<file path="src/rtl/hs_pkg.sv">
// Shared definitions for the four-phase handshake blocks: FSM state encoding
// and the occupancy-counter width helper.
package hs_pkg;

  typedef enum logic {
    HS_IDLE     = 1'b0,
    HS_WAIT_LOW = 1'b1
  } hs_state_t;

  // Occupancy runs 0..depth inclusive, hence one bit more than the pointer.
  function automatic int level_width(input int depth);
    return $clog2(depth) + 1;
  endfunction

endpackage

</file>
<file path="src/rtl/sync_chain.sv">
// Plain flop chain for bringing a single asynchronous bit into the clk domain.
module sync_chain #(
  parameter int unsigned STAGES    = 2,
  parameter logic        RESET_BIT = 1'b0
) (
  input  logic clk,
  input  logic rstn,
  input  logic d,
  output logic q
);

  logic [STAGES-1:0] ff;

  always_ff @(posedge clk or negedge rstn) begin
    if (!rstn) begin
      ff <= {STAGES{RESET_BIT}};
    end else begin
      ff <= {ff[STAGES-2:0], d};
    end
  end

  assign q = ff[STAGES-1];

endmodule

</file>
<file path="src/rtl/hs4_sync_rx.sv">
// Four-phase bundled-data receiver: synchronises req_in, acknowledges, and
// buffers captured words into a DEPTH-entry circular buffer read as valid/ready.
module hs4_sync_rx
  import hs_pkg::*;
#(
  parameter int unsigned          DATA_BITS   = 8,
  parameter int unsigned          DEPTH       = 4,
  parameter int unsigned          SYNC_STAGES = 2,
  parameter logic [DATA_BITS-1:0] RESET_VALUE = '0
) (
  input  logic                          clk,
  input  logic                          rstn,
  input  logic                          req_in,
  input  logic [DATA_BITS-1:0]          data_in,
  output logic                          ack_out,
  output logic                          out_valid,
  input  logic                          out_ready,
  output logic [DATA_BITS-1:0]          out_data,
  output logic [level_width(DEPTH)-1:0] level
);

  localparam int unsigned    PW         = $clog2(DEPTH);
  localparam int unsigned    LW         = level_width(DEPTH);
  localparam logic [LW-1:0]  FULL_LEVEL = LW'(DEPTH);

  hs_state_t             state_q, state_d;
  logic                  ack_d;
  logic                  req_s;
  logic                  push, pop, full;
  logic [PW-1:0]         wptr, rptr;
  logic [DATA_BITS-1:0]  mem [DEPTH];

  sync_chain #(
    .STAGES    (SYNC_STAGES),
    .RESET_BIT (1'b0)
  ) u_req_sync (
    .clk  (clk),
    .rstn (rstn),
    .d    (req_in),
    .q    (req_s)
  );

  assign full      = (level == FULL_LEVEL);
  assign out_valid = (level != '0);
  assign pop       = out_valid & out_ready;
  assign out_data  = mem[rptr];

  always_ff @(posedge clk or negedge rstn) begin
    if (!rstn) begin
      state_q <= HS_IDLE;
      ack_out <= 1'b0;
    end else begin
      state_q <= state_d;
      ack_out <= ack_d;
    end
  end

  // full is taken from the registered level, so a pop in the same cycle
  // frees space for the stalled request only on the following edge.
  always_comb begin
    state_d = state_q;
    ack_d   = ack_out;
    push    = 1'b0;
    unique case (state_q)
      HS_IDLE: begin
        if (req_s && !full) begin
          push    = 1'b1;
          ack_d   = 1'b1;
          state_d = HS_WAIT_LOW;
        end
      end
      HS_WAIT_LOW: begin
        if (!req_s) begin
          ack_d   = 1'b0;
          state_d = HS_IDLE;
        end
      end
      default: begin
        state_d = HS_IDLE;
        ack_d   = 1'b0;
      end
    endcase
  end

  always_ff @(posedge clk or negedge rstn) begin
    if (!rstn) begin
      for (int unsigned i = 0; i < DEPTH; i++) begin
        mem[i] <= RESET_VALUE;
      end
      wptr  <= '0;
      rptr  <= '0;
      level <= '0;
    end else begin
      if (push) begin
        mem[wptr] <= data_in;
        wptr      <= wptr + 1'b1;
      end
      if (pop) begin
        rptr <= rptr + 1'b1;
      end
      unique case ({push, pop})
        2'b10:   level <= level + 1'b1;
        2'b01:   level <= level - 1'b1;
        default: level <= level;
      endcase
    end
  end

endmodule

</file>
<file path="config.mk">
export PLATFORM = sky130hd
export DESIGN_NAME = hs4_sync_rx
export DESIGN_NICKNAME = d
export VERILOG_FILES = /design/src/rtl/hs_pkg.sv /design/src/rtl/sync_chain.sv /design/src/rtl/hs4_sync_rx.sv
export SDC_FILE = /design/constraint.sdc
export NUM_CORES = 1
export LEC_CHECK = 0
export BUFFER_PORTS_ARGS = -buffer_cell sky130_fd_sc_hd__buf_2
export CAP_MARGIN = 40
export CORE_ASPECT_RATIO = 0.5
export CORE_MARGIN = 5
export CORE_UTILIZATION = 50
export CTS_CLUSTER_DIAMETER = 200
export DETAILED_ROUTE_END_ITERATION = 7
export PLACE_DENSITY = 0.79
export SYNTH_ARGS = -nofsm -noshare
export SYNTH_HDL_FRONTEND = slang
export SYNTH_SLANG_ARGS = --single-unit
</file>
<file path="constraint.sdc">
create_clock -name clk -period 4.1 [get_ports clk]
set_input_delay 0.82 -clock clk [delete_from_list [all_inputs] [get_ports clk]]
set_output_delay 0.82 -clock clk [all_outputs]
set_load 0.1 [all_outputs]
</file>
==> flow_metrics.tcl, run 1 <==
set metrics [dict create \
    synth_top_area_share 0.558 \
    tritoncts.num_buffers 5 \
    ant_nets 0 \
    cts_sinks 43 \
    wl_met2_um 1530 \
    synth_compound_area_frac 0.0117 \
    rsz0062_at_grt "false" \
    endpoint_kind "output port" \
    period_share 0.659 \
    die_x_um 97.8 \
    clock_path_buffers 2 \
    drc 0 \
    grt_usage 0.149 \
    met3_length_um 114 \
    top_layer "met4" \
    worst_pin_slew_ns 0.820 \
    synthMuxAreaShare 0.291 \
    dieHeight_um 53.9 \
    coreArea_sq_mm 0.00357 \
    cts_setup_buffers 0 \
    wirelength_um 3210 \
    yosysSeqAreaShare 0.558 \
    avgSynthCellArea_sq_um 15.5 \
    overflow 0 \
    dr.first_iter.drc_count 37 \
    status "completed" \
    layout.cells.non_filler 205 \
    port_buffers 24 \
    cts_resized 0 \
    vias 1069 \
    ys_ff_latch 43 \
    wl_per_cell_um 15.6 \
    finalHoldViolCount 0 \
    ys_types 21 \
    finalSetupViolations 0 \
    htreeDepth 2 \
    relSlewSlack 0.451 \
    yosys.area_share.xor_xnor 0.0273 \
    avgViaCountPerCell 5.21 \
    start_util 0.541 \
    cts_tree "done" \
    skew_ns 0.00945 \
    syn_nets 142 \
    finalMaxSlewViolations 0 \
    cp_max_fo 10 \
    netlist_area_sq_mm 0.00193 \
    ys_warn_count 0 \
    rows 15 \
    holdBufCountCts 0 \
    synth_top_family_by_area "multiplexers" \
    n_antenna_cell 0 \
    root_buffer "clkbuf_8" \
    synthTopCellsByArea "dfrtp_1, mux2_2, mux4_2" \
    fin_crit_ns 2.70 \
    grt_pass1_vias 1219 \
    area_growth_pct 14.1 \
    crit_required_ns 3.28 \
    die_area_sq_mm 0.00527 \
    hp-class "reg -> reg" \
    place.gp.congestion 0.662 \
    synthAdderAreaFrac 0.0428 \
    clkLatencyLatePin_ns 0.28 \
    ioPinCount 25 \
    maxCapViolations 0 \
    drive_gt1_frac 0.513 \
    grt_max_degree 32 \
    layout.nets 171 \
    numPlacedInstances 197 \
    syn_inst 124 \
    wl_met1_um 1540 \
    synth_top_area_cell "dfrtp_1" \
    n_fill_cell 280 \
    dpl_worst_slack_ns 1.68 \
    start_kind "register" \
    worst-setup-path-type "reg -> out" \
    cp.arrival_ns 1.88 \
    first_pass_iters 4 \
    clkTransAtPathRegs_ns 0.07 \
    clock.fmax_ghz 0.370 \
    antenna_found_initial 0 \
    grt_pass1_wl_um 5950 \
    finalWorstSetupSlack_ns 1.40 \
    synthSimpleGateAreaFrac 0.0487 \
    hpwl_um 2300 \
    setup_tns_ns 0 \
]
-- metal layers --
metal | vias to the layer above | global-route usage
met3 | 2 | 0.0427
met4 | 0 | 0.0414
met5 | - | 0
met1 | 553 | 0.186
met2 | 19 | 0.259
li1 | 495 | -
-- sequential cells by signal (all words and copies together) (netlist names) --
register / count
wptr: 2
u_req_sync.ff: 2
rptr: 2
state_q: 1
ack_out: 1
level: 3
mem: 32
-- area by class of cell --
cell class	count	area (sq um)	share of cell area
inverter	7	26.3	0.0119
tap	51	63.8	0.0290
sequential	43	1080	0.489
timing repair buffer	25	140	0.0637
clock buffer	7	76.3	0.0347
multi-input combinational	71	813	0.370
clock inverter	1	5.00	0.00227
-- synth_stat cells (all sizes together) --
master,count
o31a,1
o21ai,1
clkbuf,1
nor3b,2
ha,5
nor2,1
dfrtp,43
mux4,8
nor3,4
xor2,3
mux2,33
buf,2
mux2i,1
fa,1
a21boi,1
nand2,6
inv,7
xnor2,3
or3,1
-- stage by stage --
step / instance area, sq um / hold WS (ns) / utilization
final: 2200 / 0.358 / 0.617
after global routing: 2200 / 0.373 / 0.617
after CTS: 2200 / 0.361 / 0.617
after detailed placement: 2120 / 0.343 / 0.594
after global placement: 2100 / 0.333 / 0.589
after floorplan: 1930 / 0.331 / -
-- critical path: stages (launching register included) --
cell and delay [ns]:
dfrtp_1 0.72, mux4_2 0.57, buf_2 0.30
-- cell families after synthesis --
logic type / count (synthesis)
simple gates: 14
buf+inv: 10
flops: 43
fa+ha+maj: 6
compound gates: 3
mux: 42
xor+xnor: 6
-- path summary, 6_finish.rpt --
path	startpoint	end	slack, ns	cells after the start
max in group asynchronous	rstn	mem[28]	3.23	2
worst min-delay path	u_req_sync.ff[0]	u_req_sync.ff[1]	0.36	0
worst min register to register	u_req_sync.ff[0]	u_req_sync.ff[1]	0.36	0
min in group asynchronous	rstn	u_req_sync.ff[0]	0.42	1
worst max-delay path	rptr[0]	out_data[5]	1.40	2
worst max register to register	level[0]	level[2]	1.77	9
-- layout by cell type, fill, tap and decap left out --
master	instances
xnor2_1	3
nor3b_1	1
mux2_2	33
nor3_2	4
o31a_2	1
clkbuf_1	2
dfrtp_1	43
fa_1	1
mux4_2	8
nand2_1	6
buf_2	24
ha_1	5
or3_2	1
mux2i_1	1
o21ai_0	1
nor2_1	1
nor3b_2	1
inv_1	7
xor2_1	3
clkbuf_8	5
buf_12	1
clkinv_2	1
a21boi_0	1
Power of run 1 is not shown: default switching activity piles up to over one toggle a cycle in this logic, so the estimate is an artifact.
==> run 2, diff against run 1 <==
--- a/config.mk
+++ b/config.mk
@@ -12,7 +12,7 @@
 export CORE_UTILIZATION = 50
 export CTS_CLUSTER_DIAMETER = 200
 export DETAILED_ROUTE_END_ITERATION = 7
-export PLACE_DENSITY = 0.79
+export PLACE_DENSITY = 0.81
 export SYNTH_ARGS = -nofsm -noshare
 export SYNTH_HDL_FRONTEND = slang
 export SYNTH_SLANG_ARGS = --single-unit
==> constraint.sdc (replaced) <==
create_clock -name clk -period 2.4 [get_ports clk]
set_input_delay 0.48 -clock clk [delete_from_list [all_inputs] [get_ports clk]]
set_output_delay 0.48 -clock clk [all_outputs]
set_load 0.1 [all_outputs]
==> run 2 against run 1 <==
Via count up 2.9%. Worst setup slack worse by 1.3 ns. Clock-buffer cell count down 1. Sequential cell count unchanged. Critical path type unchanged. Clock skew down 0.0044 ns. Worst hold slack worse by 0.30 ns. First-iteration DRC count up 65%. Critical path depth up 1. Non-clock buffer count up 6. Critical endpoint unchanged.
==> flow_metrics.tcl, run 2 (synthesis gave the netlist of run 1 again) <==
set metrics [dict create \
    status "completed" \
    regArea_sq_mm 0.00108 \
    coreArea_sq_mm 0.00357 \
    final_common_cell "dfrtp_1" \
    final_area_sq_mm 0.00227 \
    finalSetupViolations 0 \
    die_area_sq_mm 0.00527 \
    grt_use_met2 0.259 \
    largest-register "mem" \
    cts_setup_buffers 0 \
    skew_ns 0.00502 \
    maxCapViolations 0 \
    fin_crit_ns 2.27 \
    grt_pass1_wl_um 6050 \
    grt_max_degree 33 \
    tritoncts.num_buffers 5 \
    layout.nets 177 \
    r2r_start "level[2]" \
    place.gp.congestion 0.726 \
    finalMaxSlewViolations 0 \
    htreeDepth 2 \
    endpoint_kind "output port" \
    dieHeight_um 53.9 \
    rsz0062_at_grt "false" \
    clkTransAtPathRegs_ns 0.08 \
    use_met1 0.200 \
    first_pass_iters 4 \
    largest_reg_flops 32 \
    hpwl_um 2420 \
    area_growth_pct 17.6 \
    n_fill_cell 276 \
    n_antenna_cell 0 \
    clock.fmax_ghz 0.441 \
    top_regs "mem x32, level x3" \
    worst-setup-path-type "reg -> out" \
    setup_tns_ns 0 \
    rows 15 \
    grt_busiest_layer "met2" \
    drive_gt1_frac 0.553 \
    finalHoldViolCount 0 \
    vias 1100 \
    ioPinCount 25 \
    drc 0 \
    cp.arrival_ns 1.79 \
    multiInputGateArea_sq_um 820 \
    worst_pin_slew_ns 0.493 \
    period_share 0.946 \
    antenna_found_initial 0 \
    wl_per_cell_um 16.1 \
    overflow 0 \
    ant_nets 0 \
    holdBufCountCts 0 \
    grtUsageMet3 0.0362 \
    cts_tree "done" \
    port_buffers 24 \
    root_buffer "clkbuf_8" \
    layout_common_cells "dfrtp_1, mux2_2, buf_2" \
    cp_max_fo 5 \
    relSlewSlack 0.673 \
    grt_pass1_vias 1227 \
    hp-class "in -> async" \
    grt_usage 0.152 \
    start_util 0.541 \
    clock_path_buffers 2 \
    die_x_um 97.8 \
    clkLatencyLatePin_ns 0.28 \
    crit_required_ns 1.92 \
    placed_area_sq_mm 0.00216 \
    ff2ff_path_depth 9 \
    dr.first_iter.drc_count 61 \
    cp-startpoint "rptr[0]" \
    start_kind "register" \
    wirelength_um 3380 \
    avgViaCountPerCell 5.24 \
    cts_sinks 43 \
]
run 2: cell types whose count changed in the layout (fill, tap and decap cells not counted):
cell       previous run  this run
clkinv_2              1         0
clkbuf_1              2         1
dfrtp_2               0         2
buf_12                1         0
nor3b_4               0         1
nor3b_2               1         0
dfrtp_1              43        40
dfrtp_4               0         1
bufinv_16             0         1
buf_4                 0         7
run 2: worst max-delay path, stage by stage (launching register included):
cell and delay, ns:
dfrtp_1 0.51, buf_4 0.20, mux4_2 0.49, buf_2 0.30
run 2: per-stage QoR:
step           hold WS (ns)  cells  utilization  setup WS, ns
6_report             0.0548    210        0.636         0.130
5_1_grt              0.0689    210        0.636        0.0118
4_1_cts              0.0607    210        0.634        0.0436
3_5_place_dp          0.336    203        0.605        0.0673
3_3_place_gp          0.332    203        0.605         0.205
2_1_floorplan         0.184    124            -        0.0399
run 2: what timing repair did:
action	CTS	global route
endpoints found under the setup margin	0	1
gates resized for setup	0	1
endpoints found under the hold margin	0	0
run 2: path summary, 6_finish.rpt:
kind | slack (ns) | endpoint
max in group asynchronous | 1.67 | mem[27]
max reg2reg | 0.16 | level[2]
max | 0.13 | out_data[5]
min reg2reg | 0.35 | u_req_sync.ff[1]
min in group clk | 0.30 | u_req_sync.ff[0]
min | 0.05 | level[0]
run 2: area by class of cell:
class,count,area share
clock buffer,6,0.0320
clock inverter,1,0.0132
inverter,7,0.0116
multi-input combinational,71,0.361
sequential,43,0.477
tap,51,0.0281
timing repair buffer,31,0.0762
run 2: routing by layer:
layer,routed length (um),part of all wire
met1,1590,0.47
met2,1680,0.50
met3,118,0.035
met4,0,0
met5,0,0
Power of run 2 is left out for the same reason.
